==> src/rtl/fb_port_arbiter.sv <==
// Frame-buffer port arbiter: display reads own the RAM during active video, and
// posted drawing writes drain from a FIFO during blanking. Optional stats: FB_ARB_STATS_EN.
module fb_port_arbiter #(
  parameter int unsigned DATA_W     = 8,
  parameter int unsigned FIFO_DEPTH = 16,
  parameter int unsigned H_DISPLAY  = 256,
  parameter int unsigned V_DISPLAY  = 480,
  localparam int unsigned COL_W     = $clog2(H_DISPLAY),
  localparam int unsigned ROW_W     = $clog2(V_DISPLAY),
  localparam int unsigned ADDR_W    = ROW_W + COL_W
) (
  input  logic              clk,
  input  logic              reset_n,
  input  logic              video_on,
  input  logic [9:0]        pixel_x,
  input  logic [9:0]        pixel_y,
  input  logic              wr_valid,
  output logic              wr_ready,
  input  logic [ADDR_W-1:0] wr_addr,
  input  logic [DATA_W-1:0] wr_data,
  output logic [ADDR_W-1:0] mem_addr,
  output logic              mem_we,
  output logic [DATA_W-1:0] mem_wdata,
  input  logic [DATA_W-1:0] mem_rdata,
  output logic [DATA_W-1:0] pix_data,
  output logic              pix_valid,
  output logic              wr_dropped,
  output logic [15:0]       frame_cnt,
  output logic [15:0]       stall_cnt
);

  localparam int unsigned PTR_W = $clog2(FIFO_DEPTH);
  localparam int unsigned CNT_W = PTR_W + 1;

  typedef struct packed {
    logic [ADDR_W-1:0] addr;
    logic [DATA_W-1:0] data;
  } wr_entry_t;

  typedef enum logic [1:0] {ST_IDLE, ST_READ, ST_DRAIN} state_t;

  state_t              state_q, state_d;
  wr_entry_t           fifo_mem [FIFO_DEPTH];
  logic [PTR_W-1:0]    rd_ptr_q, wr_ptr_q;
  logic [CNT_W-1:0]    count_q;
  logic [ADDR_W-1:0]   last_addr_q;
  wr_entry_t           head;
  logic                full, empty, push, pop, head_oor, s1_valid;

  assign full     = (count_q == CNT_W'(FIFO_DEPTH));
  assign empty    = (count_q == '0);
  assign wr_ready = reset_n && !full;
  assign push     = wr_valid && wr_ready;
  assign pop      = (state_d == ST_DRAIN);
  assign head     = fifo_mem[rd_ptr_q];
  assign head_oor = (32'(head.addr[ADDR_W-1:COL_W]) >= V_DISPLAY);

  // Write FIFO storage; no reset needed since occupancy is tracked by count_q.
  always_ff @(posedge clk) begin
    if (push) fifo_mem[wr_ptr_q] <= '{addr: wr_addr, data: wr_data};
  end

  always_ff @(posedge clk) begin
    if (!reset_n) begin
      rd_ptr_q <= '0;
      wr_ptr_q <= '0;
      count_q  <= '0;
    end else begin
      if (push) wr_ptr_q <= wr_ptr_q + PTR_W'(1);
      if (pop)  rd_ptr_q <= rd_ptr_q + PTR_W'(1);
      case ({push, pop})
        2'b10:   count_q <= count_q + CNT_W'(1);
        2'b01:   count_q <= count_q - CNT_W'(1);
        default: count_q <= count_q;
      endcase
    end
  end

  // Owner register; a registered READ doubles as the stage-1 pixel valid.
  always_ff @(posedge clk) begin
    if (!reset_n) state_q <= ST_IDLE;
    else          state_q <= state_d;
  end

  always_comb begin
    state_d = ST_IDLE;
    if (!reset_n)      state_d = ST_IDLE;
    else if (video_on) state_d = ST_READ;
    else if (!empty)   state_d = ST_DRAIN;
  end

  // Port-select outputs follow the owner of the current cycle.
  always_comb begin
    mem_addr   = reset_n ? last_addr_q : '0;
    mem_we     = 1'b0;
    mem_wdata  = '0;
    wr_dropped = 1'b0;
    case (state_d)
      ST_READ: begin
        mem_addr = {pixel_y[ROW_W-1:0], pixel_x[COL_W-1:0]};
      end
      ST_DRAIN: begin
        mem_addr   = head.addr;
        mem_wdata  = head.data;
        mem_we     = !head_oor;
        wr_dropped = head_oor;
      end
      default: ;
    endcase
  end

  always_ff @(posedge clk) begin
    if (!reset_n) last_addr_q <= '0;
    else          last_addr_q <= mem_addr;
  end

  assign s1_valid = (state_q == ST_READ);

  always_ff @(posedge clk) begin
    if (!reset_n) begin
      pix_valid <= 1'b0;
      pix_data  <= '0;
    end else begin
      pix_valid <= s1_valid;
      pix_data  <= s1_valid ? mem_rdata : '0;
    end
  end

`ifdef FB_ARB_STATS_EN
  logic [15:0] frame_cnt_q, stall_cnt_q;

  always_ff @(posedge clk) begin
    if (!reset_n) begin
      frame_cnt_q <= '0;
      stall_cnt_q <= '0;
    end else begin
      if ((pixel_x == '0) && (pixel_y == '0)) frame_cnt_q <= frame_cnt_q + 16'd1;
      if (wr_valid && !wr_ready && (stall_cnt_q != 16'hFFFF)) stall_cnt_q <= stall_cnt_q + 16'd1;
    end
  end

  assign frame_cnt = frame_cnt_q;
  assign stall_cnt = stall_cnt_q;
`else
  assign frame_cnt = '0;
  assign stall_cnt = '0;
`endif

  // Pixel coordinate bits above the frame-buffer range do not take part in addressing.
  logic unused_coord;
  assign unused_coord = ^{pixel_x[9:COL_W], pixel_y[9:ROW_W]};

endmodule

==> config.mk <==
export PLATFORM = sky130hd
export DESIGN_NAME = fb_port_arbiter
export DESIGN_NICKNAME = d
export VERILOG_FILES = /design/src/rtl/fb_port_arbiter.sv
export SDC_FILE = /design/constraint.sdc
export NUM_CORES = 1
export LEC_CHECK = 0
export BUFFER_PORTS_ARGS = -buffer_cell sky130_fd_sc_hd__buf_4
export CAP_MARGIN = 20
export CORE_MARGIN = 2
export CORE_UTILIZATION = 54
export DETAILED_ROUTE_END_ITERATION = 6
export PLACE_DENSITY = 0.73
export SLEW_MARGIN = 20
export SYNTH_ARGS = -nofsm -noshare
export SYNTH_HDL_FRONTEND = slang
export SYNTH_SLANG_ARGS = --single-unit
==> constraint.sdc <==
create_clock -name clk -period 3.55 [get_ports clk]
set_clock_uncertainty 0.15 [all_clocks]
set_input_delay 0.1775 -clock clk [delete_from_list [all_inputs] [get_ports clk]]
set_output_delay 0.1775 -clock clk [all_outputs]
set_load 0.05 [all_outputs]
==> results of run 1 <==
worst paths after layout:
check	start	endpoint	slack, ns
max	count_q[1]$_SDFFE_PN0P_	mem_addr[4]	0.27
min	reset_n	wr_ptr_q[0]$_SDFFE_PN0P_	0.02
max reg2reg	count_q[1]$_SDFFE_PN0P_	count_q[4]$_SDFFE_PN0P_	0.44
min reg2reg	state_q[1]$_SDFF_PN0_	pix_valid$_SDFF_PN0_	0.32
cell families (layout without fill, tap and decap cells):
group | after synthesis | after routing | share of synthesized area
fa+ha+maj | 9 | 9 | 0.00648
other cells | 1 | 33 | 0.000216
xor+xnor | 9 | 9 | 0.00454
simple gates | 123 | 123 | 0.0339
mux | 134 | 134 | 0.157
compound gates | 64 | 64 | 0.0241
buf+inv | 85 | 266 | 0.0298
flops | 445 | 445 | 0.743
stage by stage:
step	worst slack, ns	cells	cell area (µm²)	power (µW)
floorplan	0.407	901	17500	6920
global placement	0.567	1349	18700	7220
detailed placement	0.446	1349	18700	7240
CTS	0.0985	1474	20400	11300
global route	0.0316	1485	20500	11700
finish	0.267	1485	20500	11300
synthesized netlist by cell type, drive strengths merged:
cell,n
edfxtp,400
mux4,109
buf,53
nor2,50
dfxtp,45
clkbuf,25
mux2,24
nand2,21
a21oi,20
o221ai,13
o22ai,12
and2,10
ha,9
nor3,9
and3,8
nand3,8
o21ai,8
xor2,7
inv,6
a22oi,4
nand2b,4
nand4,3
nor2b,3
a21boi,2
nor4,2
o31ai,2
or3b,2
xnor2,2
a211oi,1
clkinv,1
conb,1
mux2i,1
nand3b,1
o211a,1
o21a,1
or3,1
or4,1
final cells by class:
class	instances	area [µm²]	share of cell area
sequential	445	12900	0.631
multi-input combinational	371	4190	0.204
timing repair buffer	185	1600	0.0783
clock buffer	49	1100	0.0536
tap	402	503	0.0245
clock inverter	25	145	0.00708
inverter	7	26.3	0.00128
antenna	1	2.50	0.000122
power groups by stage:
stage | logic [µW] | registers [µW] | clock network (µW)
after detailed placement | 1290 | 5960 | 0
final | 1390 | 5830 | 4080
after global placement | 1270 | 5950 | 0
after CTS | 1340 | 5840 | 4140
after global routing | 1480 | 5830 | 4340
after floorplan | 996 | 5930 | 0
registers in the layout, summed over array words and instances (netlist names), named ones only:
signal	count
wr_ptr_q	4
count_q	5
pix_data	8
pix_valid	1
rd_ptr_q	4
fifo_mem	400
state_q	2
last_addr_q	17
repair_timing:
action	4_1_cts	5_1_grt
endpoints found under the setup margin	0	2
endpoints found under the hold margin	428	0
setup buffers	0	10
hold buffers	51	0
critical path, stage by stage (launching register included):
cell,delay (ns)
dfxtp_1,0.38
nor4_2,0.51
and2_1,0.22
buf_4,0.17
nand2_1,0.41
o221ai_1,0.45
nor2_1,0.09
buf_4,0.20
per-layer routing:
metal,global-route usage,vias up
met5,0,-
met2,0.372,402
met4,0.0547,0
met1,0.309,4568
met3,0.0447,54
li1,-,3825
==> metrics.txt, run 1 <==
Hold WC Path Type in2reg; period utilisation layout 0.925; post-CTS resize count 0; final wirelength 36700 µm; Post-route DRC 0; Top Metal Used met4; Die H roughly 180 µm; DR WL/cell 24.7 µm; Slew @ Worst Pin between 0.7 and 0.8 ns; Longest Clk Path Bufs 3; Logic pwr share 0.123; TritonCTS clock tree built; Max IR drop VDD roughly 0.3 mV; Setup Crit Path Kind reg2out; unrepaired setup endpoints after global routing false; Fmax achieved 0.305 GHz; Max Cap Viol 0; vias post-DR around 8800; core area 31600 µm²; wl on met1 between 10000 and 15000 µm; H-tree levels 2; Psw between 2000 and 3000 µW; Post-Route Setup TNS 0 ns; GRT overflow 0; Finish-stage setup viols 0; most frequent cells in the layout edfxtp_1, buf_4, mux4_2; sw frac 0.230; relative max-transition margin 0.530; Yosys reg bits around 450; Area Overhead vs Synth 18.0%; status complete, no violations; fin util 0.648; HPWL after DPL 19400 µm; Syn. warnings 0; sequential area share after synthesis 0.743; top post-synthesis cells by area edfxtp_1, mux4_2, dfxtp_1; row cnt between 60 and 70; Arrival @ worst endpoint 2.96 ns; most common cell after layout, fill and taps aside edfxtp_1; Tot GR Track Use 0.223; post-synthesis cell count 870; WHS Path Cells 4; Placer Congestion around 0.75; antenna violations before repair 1; CTS buffer count between 40 and 50; CP max FO 13; vias in the first global route ~9000; internal power component 8690 µW; final net count 1118; first-pass GRT wire length around 55000 µm; minimum clock period about 3.3 ns; FF-to-FF path depth 11; die area 33600 µm²; initial core utilization 0.549; vias per cell a little under 6; clk_lat worst skew about 0.53 ns; Routed met3 length approximately 2900 µm; I/O pin count 126; worst hold slack ~0.024 ns; Power Density around 550 nW/µm²; Fill cells 2059; pin count of the biggest net entering global routing 47; clock share of power 0.361; layout cells sized above 1 0.320; count of cell types in the netlist 42; Clock Sinks roughly 450; LEAKAGE 0.00672 µW; Pins Over Slew Limit 0; mapped cell area roughly 17000 µm²; Mean Syn Cell Area about 20 µm²; dominant cell type by area after synthesis edfxtp_1; Synth top area share 0.692; Detailed Routing Iterations Pass 1 5; Port Buf Inserts 90; Hold Violations, Final 0; power share of the sequential group 0.516; Root Buffer clkbuf_16; CP Launch Type flip-flop; initial DRC count roughly 800; die width approximately 180 µm; WL met2 18400 µm; Clock Pin Slew Worst Setup and Hold Paths around 0.06 ns; antenna viol nets, final 0; Critical Path RT 3.22 ns; CP Capture Type output port
No activity file was read; power rests on OpenSTA's default activity.
==> run 2, diff against run 1 <==
ABC_CLOCK_PERIOD_IN_PS = 3550   (was unset)
PLACE_DENSITY = 0.77   (was 0.73)
==> run 2 against run 1 <==
Against the previous run:
- final cell count down 0.27%
- power increased by 3.5%
- first-iteration DRC count up 34%
- routed wire length is 1.4% higher
- critical endpoint is now mem_addr[7]
- final area up 0.82%
==> metrics.txt, run 2 (same netlist as run 1, synthesis figures left out) <==
Placer Congestion about 0.76; Setup Crit Path Kind reg2out; Hold Violations, Final 0; Die H about 180 µm; final net count about 1100; Top reg by flops fifo_mem; vias per cell about 6.1; Reg area between 10000 and 15000 µm²; footprint of the multi-input gates approximately 4200 µm²; Post-route DRC 0; FF-to-FF path depth 11; most frequent cells in the layout edfxtp_1, buf_4, mux4_2; Detailed Routing Iterations Pass 1 5; TritonCTS clock tree built; core area 31600 µm²; Arrival @ worst endpoint between 2 and 3 ns; Fmax achieved a little over 0.3 GHz; row cnt 65; Area Overhead vs Synth 18.9%; Slew @ Worst Pin 0.700 ns; Clock Sinks roughly 450; Pins Over Slew Limit 0; dpl ws about 0.41 ns; r2r startpoint count_q[1]$_SDFFE_PN0P_; period utilisation layout 0.933; relative max-transition margin 0.532; CP Capture Type output port; unrepaired setup endpoints after global routing false; H-tree levels 2; GRT overflow 0; Port Buf Inserts 90; minimum clock period between 3 and 4 ns; Root Buffer clkbuf_16; Longest Clk Path Bufs 3; Final WS setup approximately 0.24 ns; Clock Pin Slew Worst Setup and Hold Paths 0.06 ns; reg2reg end count_q[4]$_SDFFE_PN0P_; most common cell after layout, fill and taps aside edfxtp_1; die area around 34000 µm²; Hold WC Path Type in2reg; CP max FO 42; vias post-DR approximately 9000; initial DRC count 1070; CP Launch Type flip-flop; status complete, no violations; final wirelength about 37000 µm; Hold Startpoint wr_valid; Power Density 566 nW/µm²; DR WL/cell approximately 25 µm; WHS Path Cells 6; Tot GR Track Use 0.228; antenna violations before repair 1; Max Cap Viol 0; pin count of the biggest net entering global routing 43; clk_lat worst skew between 0.5 and 0.6 ns; die width between 150 and 200 µm; Finish-stage setup viols 0; hold endpoint wr_ptr_q[1]$_SDFFE_PN0P_; layout cells sized above 1 0.319; register-to-register setup slack 0.42 ns; I/O pin count about 130; antenna viol nets, final 0; CTS buffer count 43; Largest register FFs 400; vias in the first global route between 9000 and 10000; Max IR drop VDD 0.326 mV; Regs by FF count fifo_mem x400, last_addr_q x17, pix_data x8; HPWL after DPL ~21000 µm; Post-Route Setup TNS 0 ns; LEAKAGE a little under 0.007 µW; initial core utilization 0.549; Fill cells just under 2000; Critical Path RT 3.22 ns; first-pass GRT wire length between 50000 and 60000 µm
[run 2: repair_timing]
action / 4_1_cts / 5_1_grt
gates resized for setup: 0 / 1
buffers inserted: 0 / 0
hold endpoints to repair: 433 / 0
endpoints found under the setup margin: 0 / 1
hold buffers: 52 / 0
[run 2: cell type report]
class                           count  share of cell area
Sequential cell                   445               0.625
Multi-Input combinational cell    371               0.203
Timing Repair Buffer              181              0.0781
Clock buffer                       60              0.0607
Tap cell                          402              0.0243
Clock inverter                     14             0.00703
Inverter                            7             0.00127
Antenna cell                        1            0.000121
[run 2: power by group]
part           internal (µW)  total [µW]  switching (µW)
sequential              5780        5830            48.8
combinational            602        1370             763
clock                   2670        4490            1820
total                   9060       11700            2630
[run 2: how the worst max path moves through the flow]
stage	startpoint	cells after the start	endpoint
2_1_floorplan	flip-flop	6	wr_dropped
3_3_place_gp	count_q[1]$_SDFFE_PN0P_	11	count_q[4]$_SDFFE_PN0P_
3_5_place_dp	count_q[1]$_SDFFE_PN0P_	11	count_q[4]$_SDFFE_PN0P_
4_1_cts	count_q[1]$_SDFFE_PN0P_	7	mem_addr[8]
5_1_grt	count_q[1]$_SDFFE_PN0P_	7	mem_addr[3]
6_report	flip-flop	6	mem_addr[7]
[run 2: worst max-delay path, stage by stage, from the launching register on]
cell     delay, ns
dfxtp_4       0.73
buf_4         0.38
mux4_2        0.35
mux2_2        0.28
o22ai_1       0.35
nor2_1        0.10
buf_4         0.21
[run 2: metrics by stage]
stage | total power [µW] | std cells | area, µm² | hold slack (ns) | util
floorplan | 6920 | 901 | 17500 | 0.126 | -
global placement | 7220 | 1354 | 18700 | 0.234 | 0.592
detailed placement | 7250 | 1354 | 18700 | 0.235 | 0.592
CTS | 11700 | 1480 | 20700 | 0.0710 | 0.653
global route | 12100 | 1481 | 20700 | 0.103 | 0.653
finish | 11700 | 1481 | 20700 | 0.0875 | 0.653
[run 2: layer usage]
metal | routed length (µm) | part of all wire | vias to the layer above | GRT usage
met2 | 18300 | 0.49 | 493 | 0.376
met1 | 14700 | 0.39 | 4630 | 0.308
met5 | 0 | 0 | - | 0
met3 | 3300 | 0.089 | 74 | 0.0494
met4 | 917 | 0.025 | 0 | 0.0720
li1 | - | - | 3825 | -
==> run 3, diff against run 2 <==
==> constraint.sdc (replaced) <==
create_clock -name clk -period 3.55 [get_ports clk]
set_clock_uncertainty 0.15 [all_clocks]
set_input_delay 0.71 -clock clk [delete_from_list [all_inputs] [get_ports clk]]
set_output_delay 0.71 -clock clk [all_outputs]
set_load 0.05 [all_outputs]
==> run 3 against run 2 <==
Against the previous run:
- first-iteration DRC count grew 6.3%
- register-to-register slack is essentially flat
- clock power is essentially flat
- final area grew 0.33%
- via count grew 0.45%
- setup slack lost 0.22 ns
- combinational power grew 15%
- global-route usage grew 0.95 points
- critical path depth is the same
- non-clock buffer count shrank 27
- final cell count shrank 1.6%
==> metrics.txt, run 3 (same netlist as run 1, synthesis figures left out) <==
status complete, no violations; GRT overflow 0; unrepaired setup endpoints after global routing true; vias in the first global route around 9000; Tot GR Track Use 0.237; I/O pin count between 100 and 150; Setup Crit Path Kind reg2out; TritonCTS clock tree built; minimum clock period roughly 3.5 ns; Longest Clk Path Bufs 3; Hold Startpoint mem_rdata[0]; H-tree levels 2; r2r startpoint count_q[2]$_SDFFE_PN0P_; layout cells sized above 1 0.376; CP Launch Type flip-flop; total power ~12000 µW; core area roughly 32000 µm²; Hold WC Path Type in2reg; HPWL after DPL around 20000 µm; Top reg by flops fifo_mem; Placer Congestion 0.738; antenna violations before repair 0; Finish-stage setup viols 0; Largest register FFs 400; final std cells w/o fill approximately 1500; Clock Pin Slew Worst Setup and Hold Paths approximately 0.060 ns; Post-route DRC 0; Max IR drop VDD around 0.30 mV; period utilisation layout 0.995; Hold Violations, Final 0; initial DRC count roughly 1100; Arrival @ worst endpoint roughly 2.7 ns; Port Buf Inserts 90; CP Capture Type output port; Detailed Routing Iterations Pass 1 5; Fill cells between 1500 and 2000; most common cell after layout, fill and taps aside edfxtp_1; Critical Path RT between 2 and 3 ns; LEAKAGE between 0.006 and 0.007 µW; initial core utilization 0.549; placed insts between 1000 and 1500; Area Overhead vs Synth 19.3%; Max Cap Viol 0; antenna viol nets, final 0; most frequent cells in the layout edfxtp_1, buf_4, mux4_2; row cnt 65; die width ~180 µm; vias post-DR 9063; first-pass GRT wire length around 58000 µm; DR WL/cell 27.2 µm; CTS buffer count 43; CP max FO 11; clk_lat worst skew between 0.5 and 0.6 ns; vias per cell around 6.2; pin count of the biggest net entering global routing 33; Power Density ~570 nW/µm²; Slew @ Worst Pin ~0.57 ns; Fmax achieved ~0.28 GHz; Root Buffer clkbuf_16; final wirelength 39600 µm; Regs by FF count fifo_mem x400, last_addr_q x17, pix_data x8; final net count roughly 1100; antenna cells 0; Clock Sinks about 450; Die H between 150 and 200 µm; Pins Over Slew Limit 0; die area about 34000 µm²; relative max-transition margin 0.622; fin util 0.655
## run 3: cell types whose count changed in the layout (fill, tap and decap cells not counted), sizes merged, moves of 2 or more
cell	delta
dlygate4sd3	-52
buf	+22
clkbuf	-15
clkinv	+13
clkinvlp	+5
bufbuf	+2
## run 3: timing repair
item | CTS | global route
resized for setup | 17 | 17
setup buffers | 7 | 10
setup endpoints to repair | 20 | 23
hold buffers | 0 | 0
gates cloned | 3 | 1
pin swaps | 1 | 5
## run 3: path summary, 6_finish.rpt
path | to | slack (ns) | cells after the start
max | mem_wdata[2] | 0.02 | 6
min | pix_data[0]$_SDFF_PN0_ | 0.22 | 2
max reg2reg | count_q[4]$_SDFFE_PN0P_ | 0.43 | 13
min reg2reg | pix_valid$_SDFF_PN0_ | 0.36 | 1
## run 3: metrics by stage
| step | hold WS (ns) | setup slack (ns) | cell area [µm²] | setup TNS, ns |
|---|---|---|---|---|
| 4_1_cts | 0.212 | 0.000253 | 20500 | 0 |
| 5_1_grt | 0.225 | -0.0556 | 20700 | -0.271 |
| 3_5_place_dp | 0.344 | 0.369 | 18900 | 0 |
| 2_1_floorplan | 0.274 | 0.200 | 17500 | 0 |
| 3_3_place_gp | 0.336 | 0.443 | 18900 | 0 |
| 6_report | 0.222 | 0.0187 | 20700 | 0 |
## run 3: layout make-up
cell class              count  area, µm²  share of cell area
flip-flops and latches    445      12900               0.623
repair buffers            154       1550              0.0747
well taps                 402        503              0.0243
multi-input cells         371       4330               0.209
clock buffers              44       1100              0.0531
clock inverters            34        295              0.0142
inverters                   7       26.3             0.00127
## run 3: per-layer routing
layer,share of wire,vias to the layer above,track usage
li1,-,3784,-
met1,0.38,4704,0.325
met2,0.51,501,0.398
met3,0.084,74,0.0381
met4,0.025,0,0.0739
met5,0,-,0
## run 3: worst max-delay path, cell delays in order, from the launching register on
cell and delay, ns:
dfxtp_4 0.37, buf_6 0.18, buf_16 0.18, mux4_2 0.54
mux4_2 0.47, and3_1 0.20, buf_4 0.19
## run 3: where the power goes
group	switching, µW	internal [µW]	leakage [µW]
Clock	1910	2560	0.000676
Sequential	39.0	5780	0.00397
Combinational	831	751	0.00216
Total	2780	9090	0.00681
